`src/rtl/fifo_wr_arbiter.sv`:
```
// fifo_wr_arbiter
//   Round-robin write arbiter that shares one FIFO write port among NUM_REQ
//   producers. A grant is taken in IDLE (one-cycle arbitration, no beat in
//   the grant cycle) and held in BURST until a beat carries req_last or the
//   MAX_BURST-th beat is written. The grant then returns to IDLE, and the
//   round-robin pointer moves past the releasing requester.
//
//   Optional feature (macro ARB_IDLE_RELEASE_EN): a held grant is released
//   after IDLE_LIMIT consecutive BURST cycles in which the granted requester
//   does not assert req_wr_en.
//
// Ports
//   clk            clock, rising edge
//   reset          asynchronous reset, active low
//   req_wr_en      per-requester write valid
//   req_wr_data    packed per-requester data, slot i at [i*DATA_WIDTH +: DATA_WIDTH]
//   req_last       per-requester final-beat marker (sampled on beats only)
//   req_wr_ready   per-requester accept (only the granted bit can be 1)
//   fifo_wr_en     write strobe to the FIFO
//   fifo_wr_data   write data to the FIFO
//   fifo_wr_ready  FIFO not full
//   grant_valid    a grant is held (state BURST)
//   grant_idx      index of the granted requester
module fifo_wr_arbiter #(
  parameter int DATA_WIDTH = 8,
  parameter int NUM_REQ    = 4,
  parameter int MAX_BURST  = 4,
  parameter int IDLE_LIMIT = 4,
  parameter int IDX_W      = (NUM_REQ > 1) ? $clog2(NUM_REQ) : 1
) (
  input  logic                          clk,
  input  logic                          reset,
  input  logic [NUM_REQ-1:0]            req_wr_en,
  input  logic [NUM_REQ*DATA_WIDTH-1:0] req_wr_data,
  input  logic [NUM_REQ-1:0]            req_last,
  output logic [NUM_REQ-1:0]            req_wr_ready,
  output logic                          fifo_wr_en,
  output logic [DATA_WIDTH-1:0]         fifo_wr_data,
  input  logic                          fifo_wr_ready,
  output logic                          grant_valid,
  output logic [IDX_W-1:0]              grant_idx
);

  localparam int CNT_W = $clog2(MAX_BURST) + 1;
  localparam logic [CNT_W-1:0] BEAT_LAST = CNT_W'(MAX_BURST - 1);
  localparam logic [IDX_W-1:0] IDX_LAST  = IDX_W'(NUM_REQ - 1);

  typedef enum logic {
    S_IDLE  = 1'b0,
    S_BURST = 1'b1
  } state_t;

  state_t           state_q, state_d;
  logic [IDX_W-1:0] rr_ptr_q, rr_ptr_d;
  logic [IDX_W-1:0] grant_idx_q, grant_idx_d;
  logic [CNT_W-1:0] beat_cnt_q, beat_cnt_d;

  // Signals of the currently granted requester
  logic                  sel_en;
  logic                  sel_last;
  logic [DATA_WIDTH-1:0] sel_data;

  logic                  pick_found;
  logic [IDX_W-1:0]      pick_idx;
  logic                  idle_release;

  // Granted-requester select. grant_idx_q never exceeds NUM_REQ-1, so one
  // slot always matches.
  always_comb begin
    sel_en   = 1'b0;
    sel_last = 1'b0;
    sel_data = '0;
    for (int i = 0; i < NUM_REQ; i++) begin
      if (grant_idx_q == IDX_W'(i)) begin
        sel_en   = req_wr_en[i];
        sel_last = req_last[i];
        sel_data = req_wr_data[i*DATA_WIDTH +: DATA_WIDTH];
      end
    end
  end

  // Round-robin search starting at rr_ptr and wrapping mod NUM_REQ; the
  // first set request bit met along that order wins.
  always_comb begin
    pick_found = 1'b0;
    pick_idx   = '0;
    for (int k = 0; k < NUM_REQ; k++) begin
      if (!pick_found && req_wr_en[(int'(rr_ptr_q) + k) % NUM_REQ]) begin
        pick_found = 1'b1;
        pick_idx   = IDX_W'((int'(rr_ptr_q) + k) % NUM_REQ);
      end
    end
  end

`ifdef ARB_IDLE_RELEASE_EN
  localparam int IDLE_W = $clog2(IDLE_LIMIT + 1);

  logic [IDLE_W-1:0] idle_cnt_q, idle_cnt_d;

  // Counts consecutive BURST cycles without a request from the grantee;
  // the cycle that would bring it to IDLE_LIMIT releases the grant.
  always_comb begin
    idle_cnt_d   = idle_cnt_q;
    idle_release = 1'b0;
    if (state_q == S_IDLE || sel_en) begin
      idle_cnt_d = '0;
    end else if (idle_cnt_q == IDLE_W'(IDLE_LIMIT - 1)) begin
      idle_release = 1'b1;
      idle_cnt_d   = '0;
    end else begin
      idle_cnt_d = idle_cnt_q + IDLE_W'(1);
    end
  end

  always_ff @(posedge clk or negedge reset) begin
    if (!reset) begin
      idle_cnt_q <= '0;
    end else begin
      idle_cnt_q <= idle_cnt_d;
    end
  end
`else
  // Keeps IDLE_LIMIT referenced when the idle release is compiled out.
  logic unused_idle_limit;
  assign unused_idle_limit = (IDLE_LIMIT > 0);
  assign idle_release      = 1'b0;
`endif

  // Next state and the combinational write path
  always_comb begin
    state_d      = state_q;
    rr_ptr_d     = rr_ptr_q;
    grant_idx_d  = grant_idx_q;
    beat_cnt_d   = beat_cnt_q;
    fifo_wr_en   = 1'b0;
    fifo_wr_data = '0;
    req_wr_ready = '0;

    case (state_q)
      S_IDLE: begin
        if (pick_found) begin
          grant_idx_d = pick_idx;
          beat_cnt_d  = '0;
          state_d     = S_BURST;
        end
      end

      S_BURST: begin
        fifo_wr_en   = sel_en;
        fifo_wr_data = sel_data;
        for (int i = 0; i < NUM_REQ; i++) begin
          req_wr_ready[i] = fifo_wr_ready && (grant_idx_q == IDX_W'(i));
        end

        if ((sel_en && fifo_wr_ready && (sel_last || beat_cnt_q == BEAT_LAST)) ||
            idle_release) begin
          // Releasing requester becomes lowest priority next arbitration.
          state_d    = S_IDLE;
          beat_cnt_d = '0;
          rr_ptr_d   = (grant_idx_q == IDX_LAST) ? '0 : grant_idx_q + IDX_W'(1);
        end else if (sel_en && fifo_wr_ready) begin
          beat_cnt_d = beat_cnt_q + CNT_W'(1);
        end
      end

      default: state_d = S_IDLE;
    endcase
  end

  always_ff @(posedge clk or negedge reset) begin
    if (!reset) begin
      state_q     <= S_IDLE;
      rr_ptr_q    <= '0;
      grant_idx_q <= '0;
      beat_cnt_q  <= '0;
    end else begin
      state_q     <= state_d;
      rr_ptr_q    <= rr_ptr_d;
      grant_idx_q <= grant_idx_d;
      beat_cnt_q  <= beat_cnt_d;
    end
  end

  assign grant_valid = (state_q == S_BURST);
  assign grant_idx   = grant_idx_q;

endmodule
```
`config.mk`:
```
export PLATFORM = sky130hd
export DESIGN_NAME = fifo_wr_arbiter
export DESIGN_NICKNAME = d
export VERILOG_FILES = /design/src/rtl/fifo_wr_arbiter.sv
export SDC_FILE = /design/constraint.sdc
export NUM_CORES = 1
export LEC_CHECK = 0
export ABC_CLOCK_PERIOD_IN_PS = 2600
export CAP_MARGIN = 25
export CORE_MARGIN = 1.5
export CORE_UTILIZATION = 37
export CTS_BUF_LIST = sky130_fd_sc_hd__clkbuf_16
export DETAILED_ROUTE_END_ITERATION = 6
export GPL_ROUTABILITY_DRIVEN = 0
export PLACE_DENSITY = 0.79
export SYNTH_ARGS = -nofsm -noshare
export SYNTH_HDL_FRONTEND = slang
export SYNTH_SLANG_ARGS = --single-unit
```
`constraint.sdc`:
```
create_clock -name clk -period 2.6 [get_ports clk]
set_input_delay 0.78 -clock clk [delete_from_list [all_inputs] [get_ports clk]]
set_output_delay 0.78 -clock clk [all_outputs]
set_load 0.02 [all_outputs]
```
## Word-level counts from Yosys, hierarchy flattened

Cells that the tools add are included.

- Multipliers: 0
- Equal/unequal tests: 6
- $lt $le $gt $ge: 4
- Muxes and demuxes: 42
- Bitwise gates (word level): 4
- Reductions and logical operators: 20
- Divide/modulo/power cells: 0
- Add/subtract/negate cells: 5
- Shift-type cells: 0

Operators by type and width:

| kind | number |
|---|---|
| $mux 8 | 5 |
| $mux 1 | 22 |
| $lt 3x4->1 const B | 3 |
| $mux 2 | 5 |
| $logic_and 1x1->1 | 9 |
| $mux 3 | 3 |
| $bmux 1 s2 | 4 |
| $pmux 3 s2 | 1 |
| $reduce_and 2->1 | 3 |
| $reduce_or 2->1 | 3 |
| $add 2x1->2 const B | 2 |
| $add 2x2->2 const B | 2 |
| $eq 2x2->1 const B | 2 |
| $mux 4 | 1 |
| $add 3x1->3 const B | 1 |
| $and 1x1->1 const A | 3 |
| $eq 3x2->1 const B | 1 |
| $logic_not 1->1 | 3 |
| $lt 2x3->1 const B | 1 |
| $ne 3x1->1 const B | 1 |
| $eq 2x1->1 const B | 1 |
| $logic_not 2->1 | 1 |
| $ne 2x2->1 const B | 1 |
| $pmux 1 s2 | 1 |
| 2 further kinds | 2 |

- Memory bits (read-only): 0
- Logic and storage cells: 85
- RAM bits: 0
- Bits in registers: 8
- Latch bits: 0
- Memories: 0
- Bits of input ports: 43

## Depth between registers and ports, before layout

Gate-level depths: netlist (run 1).

- Depth in word-level cells: 16
- Mapped depth: 9

## Least setup slack after synthesis (run 1)

No wires, ideal clock.

- Path kind: reg2out
- Start: register grant_idx_q[1] (netlist: grant_idx[1])
- End: output fifo_wr_data[6]
- Path slack: -0.029 ns
- Cell stages (with the launch flop): 10
- Data arrival time: 1.849 ns
- Cells stage by stage: dfrtp_1 > inv_1 > ha_1 > clkbuf_1 > clkbuf_1 > nand3b_1 > a21oi_1 > a21oi_1 > o21ai_0 > and2_1

- Cells in the longest elaborated chain, start to end: 6

Ends and longest elaborated chain:

| item | line | text |
|---|---|---|
| start: declaration | 55 | `logic [IDX_W-1:0] grant_idx_q, grant_idx_d;` |
| start signal: assignment | 179 | `grant_idx_q <= grant_idx_d;` |
| $logic_not 2->1 | 74 | `if (grant_idx_q == IDX_W'(i)) begin` |
| $mux 8 (3 in a row) | 74 |  |
| $mux 8 (*) | 74 |  |
| $mux 8 (*) | 139 | `case (state_q)` |
| end: declaration | 38 | `output logic [DATA_WIDTH-1:0] fifo_wr_data,` |

Mark *: on every way between the ends. The rest lies on a longest branch, timed or not.

## Worst setup path in the final report (run 1)

- Start: input req_wr_en[2]
- End: output fifo_wr_en

- Cells in the longest elaborated chain, start to end: 3

Ends and longest elaborated chain:

| item | line | text |
|---|---|---|
| start: declaration | 33 | `input logic [NUM_REQ-1:0] req_wr_en,` |
| $mux 1 (2 in a row) | 74 |  |
| $mux 1 | 139 |  |
| end: declaration | 37 | `output logic fifo_wr_en,` |

Every way passes these cells.

==> run_results.csv, run 1 <==
group,metric,value,unit
worst_setup_path,cp.depth,5,
pwr,power.total,2.113,mW
clock_network,cts_max_path_buffers,2,
routing,routed_wl,3560,microns
grt,grt_pass1_wl,4954,microns
synthesis,synth_edf_count,0,
finish,final_nets,251,
finish,final_area,0.001874,sq mm
placed_design,portBuffers,58,
routing,first_iter_violations,28,
hold_path,hp-start,"beat_cnt_q[2]",
synthesis,syn_avg_cell_area,7.401,sq um
die,die_y,54.00,microns
worst_setup_path,critPathBufInv,2,
clock_network,cts_sinks,8,
finish,areaGrowthSynthToFinish,94.80,%
grt,grt_max_degree,23,
sta,grt_setup_unrepaired,"true",
die,die_area,0.002915,sq mm
synthesis,synth-compound-area-share,0.2614,
sta,setup_viol,1,
synthesis,synthMuxAreaShare,0.04161,
synthesis,ys_ff_latch,8,
worst_setup_path,critical_path_arrival,1830,ps
clock_network,numCtsBuffers,3,
pwr,leakagePower,0.8299,nW
worst_setup_path,critPathSlowestCell,"or3b_2",
grt,grt_pass1_vias,1099,
sta,report.final.hold_viol_count,0,
worst_setup_path,cp_cell_sequence,"clkdlybuf4s15_1 > or3b_2 > o221ai_2 > nor2_1 > buf_4",
die,die_w,54.00,microns
synthesis,synthSimpleGateAreaFrac,0.3433,
placed_design,pre_cts_ws,-746.5,ps
clock_network,root_buffer,"clkbuf_16",
pwr,max-vdd-ir-drop,0.8793,mV
sta,tightest_slew,407.0,ps
finish,diodes,0,
die,core-area,0.002477,sq mm
routing,drc_errors,0,
worst_setup_path,r2r_setup_slack,350,ps
worst_setup_path,worstSetupEndpointType,"output pin",
synthesis,syn_area,962.2,sq um
grt,grt.total_usage,0.2395,
worst_setup_path,cpLargestDelayFamily,"simple AND/OR/NAND/NOR gates",
routing,wl_per_cell,15.41,microns
sta,drv_slew,0,
synthesis,synthTopCellsByArea,"dfrtp_1 (21%), a21oi_1 (10%), nand2_1 (8.6%)",
worst_setup_path,setup.worst_path.class,"primary input to output pin",
placed_design,dp_hpwl,2690,microns
hold_path,hold_class,"register to register",
synthesis,ys_seq_area_frac,0.2081,
clock_network,path_clk_slew,40,ps
sta,slew_headroom,0.7287,
clock_network,htree_levels,1,
sta,finalWorstSetupSlack,-5.072,ps
die,initial_utilization,0.3884,
routing,dr.pass1.iters,4,
sta,min_period,2605,ps
finish,drive_above_1_share,0.3184,
run_status,violations,"setup timing",
finish,fill_cells,193,
run_status,status,"complete, but fails checks",
hold_path,hold_path_end,"beat_cnt_q[2]",
clock_network,clock_latency,230,ps
worst_setup_path,worstSetupStartpointType,"primary input",
worst_setup_path,r2r_end,"rr_ptr_q[0]",
sta,max_freq,0.3839,GHz
worst_setup_path,r2r-start,"grant_idx[0]",
grt,overflow,0,
synthesis,synthAdderAreaFrac,0.07802,
synthesis,ys.flop_type,"dfrtp_1",
synthesis,synth_top_area_share,0.2081,
synthesis,syn_nets,179,
die,num_rows,18,
sta,period_share,1.002,
synthesis,yosysMostFrequentCell,"nand2_1",
worst_setup_path,worstRegToRegCells,11,
die,ios,59,
worst_setup_path,cp.required,1820,ps
placed_design,placed_cell_area,0.001692,sq mm
synthesis,synth_xor_area_frac,0,
sta,skew,1.990,ps
synthesis,synth_cell_type_count,31,
worst_setup_path,cp_max_fo,3,
grt,antenna_found_initial,0,
synthesis,synth.cells.most_frequent,"nand2_1 (22), a21oi_1 (20), o21ai_0 (12), nand3b_1 (11)",
synthesis,synth_warnings,0,
synthesis,yosysTopAreaCell,"dfrtp_1",
synthesis,synthCells,130,
routing,vias,1228,
routing,viasPerCell,5.316,
routing,ant_nets,0,
worst_setup_path,slowest_delay,470,ps
hold_path,holdPathStages,2,
run,drv_cap,0,
clock_network,cts_tree,"yes",
synthesis,synth_top_family_by_area,"simple AND/OR/NAND/NOR gates",
clock_network,ctsHoldBuffers,0,
pwr,powerDensity,1127,mW/mm^2
synthesis,ys_async_sr_fraction,1.000,
## cells by family after synthesis
logic type / Yosys count
AO/OA/AOI/OAI: 42
adder cells (fa/ha/maj): 6
buffers and inverters: 17
flip-flops: 8
multiplexers: 3
AND/OR/NAND/NOR: 54
## worst register-to-register path, delay by kind of cell (launching register included)
| family | cells | cell delay, ps |
|---|---|---|
| flip-flops | 1 | 400 |
| multiplexers | 1 | 300 |
| AO/OA/AOI/OAI | 3 | 460 |
| buffers and inverters | 5 | 660 |
| AND/OR/NAND/NOR | 1 | 140 |
| adder cells (fa/ha/maj) | 1 | 170 |
## state kept, by name, indices dropped and copies added (netlist names)
| signal | count |
|---|---|
| beat_cnt_q | 3 |
| grant_idx | 2 |
| rr_ptr_q | 2 |
| grant_valid | 1 |
## layout by cell type, fill, tap and decap left out, types with 3 or more instances in the layout
cell type / instances
dlymetal6s2s_1: 3
clkbuf_2: 3
buf_6: 11
and2_1: 8
clkdlybuf4s50_1: 24
o21ai_1: 10
clkbuf_16: 3
nand3b_1: 11
nand2_1: 22
o21ai_0: 4
dlygate4sd2_1: 15
a21oi_2: 10
a21oi_1: 9
ha_4: 3
inv_1: 7
buf_4: 15
and3_1: 4
dfrtp_1: 6
## final cells by class
| cell class | count | area [sq um] | share of cell area |
|---|---|---|---|
| Multi-Input combinational cell | 105 | 799.5 | 0.4266 |
| Inverter | 8 | 32.53 | 0.01736 |
| Tap cell | 30 | 37.54 | 0.02003 |
| Sequential cell | 8 | 202.7 | 0.1081 |
| Clock inverter | 1 | 3.754 | 0.002003 |
| Timing Repair Buffer | 76 | 723.2 | 0.3858 |
| Clock buffer | 3 | 75.07 | 0.04005 |
## through the flow
stage | hold WS, ps | util | std cells | setup TNS, ps
final | 526.3 | 0.7566 | 231 | -5.072
after CTS | 527.2 | 0.7333 | 230 | -118.6
after detailed placement | 522.2 | 0.6828 | 225 | -6976
after global placement | 506.3 | 0.6828 | 225 | -6403
after floorplan | 484.4 | - | 130 | 0
after global routing | 537.6 | 0.7566 | 231 | -353.5
## metal layers
layer	up-vias	wire (microns)	track usage
li1	599	-	-
met3	8	453	0.07222
met5	-	0	0
met2	65	1754	0.4390
met4	0	72	0.09583
met1	556	1279	0.2530
## how the worst max path moves through the flow
stage	startpoint	endpoint	slack, ps
global placement	req_wr_en[0]	fifo_wr_en	-640
floorplan	grant_idx[0]	fifo_wr_data[7]	10
detailed placement	req_wr_en[0]	fifo_wr_en	-750
CTS	req_wr_en[3]	fifo_wr_en	-70
finish	req_wr_en[2]	fifo_wr_en	-5
global route	grant_idx[0]	fifo_wr_en	-80
## report_power, final
group | leakage (nW) | internal, mW | total [mW] | switching, mW
registers | 0.0975 | 0.173 | 0.242 | 0.0693
clock network | 0.0423 | 0.201 | 0.265 | 0.0646
logic | 0.690 | 0.827 | 1.61 | 0.779
## what timing repair did
item,4_1_cts,5_1_grt
gates resized for setup,102,24
cloned,0,0
setup endpoints to repair,13,11
pin swaps,18,12
setup buffers,1,2
(Power assumes the default switching activity.)
==> run 2: changes to the inputs <==
--- a/config.mk
+++ b/config.mk
@@ -13,6 +13,7 @@
 export DETAILED_ROUTE_END_ITERATION = 6
 export GPL_ROUTABILITY_DRIVEN = 0
 export PLACE_DENSITY = 0.79
+export SLEW_MARGIN = 20
 export SYNTH_ARGS = -nofsm -noshare
 export SYNTH_HDL_FRONTEND = slang
 export SYNTH_SLANG_ARGS = --single-unit
==> results of run 2 <==
Same layout as run 1: the final DEF is identical, and so are final timing and power.
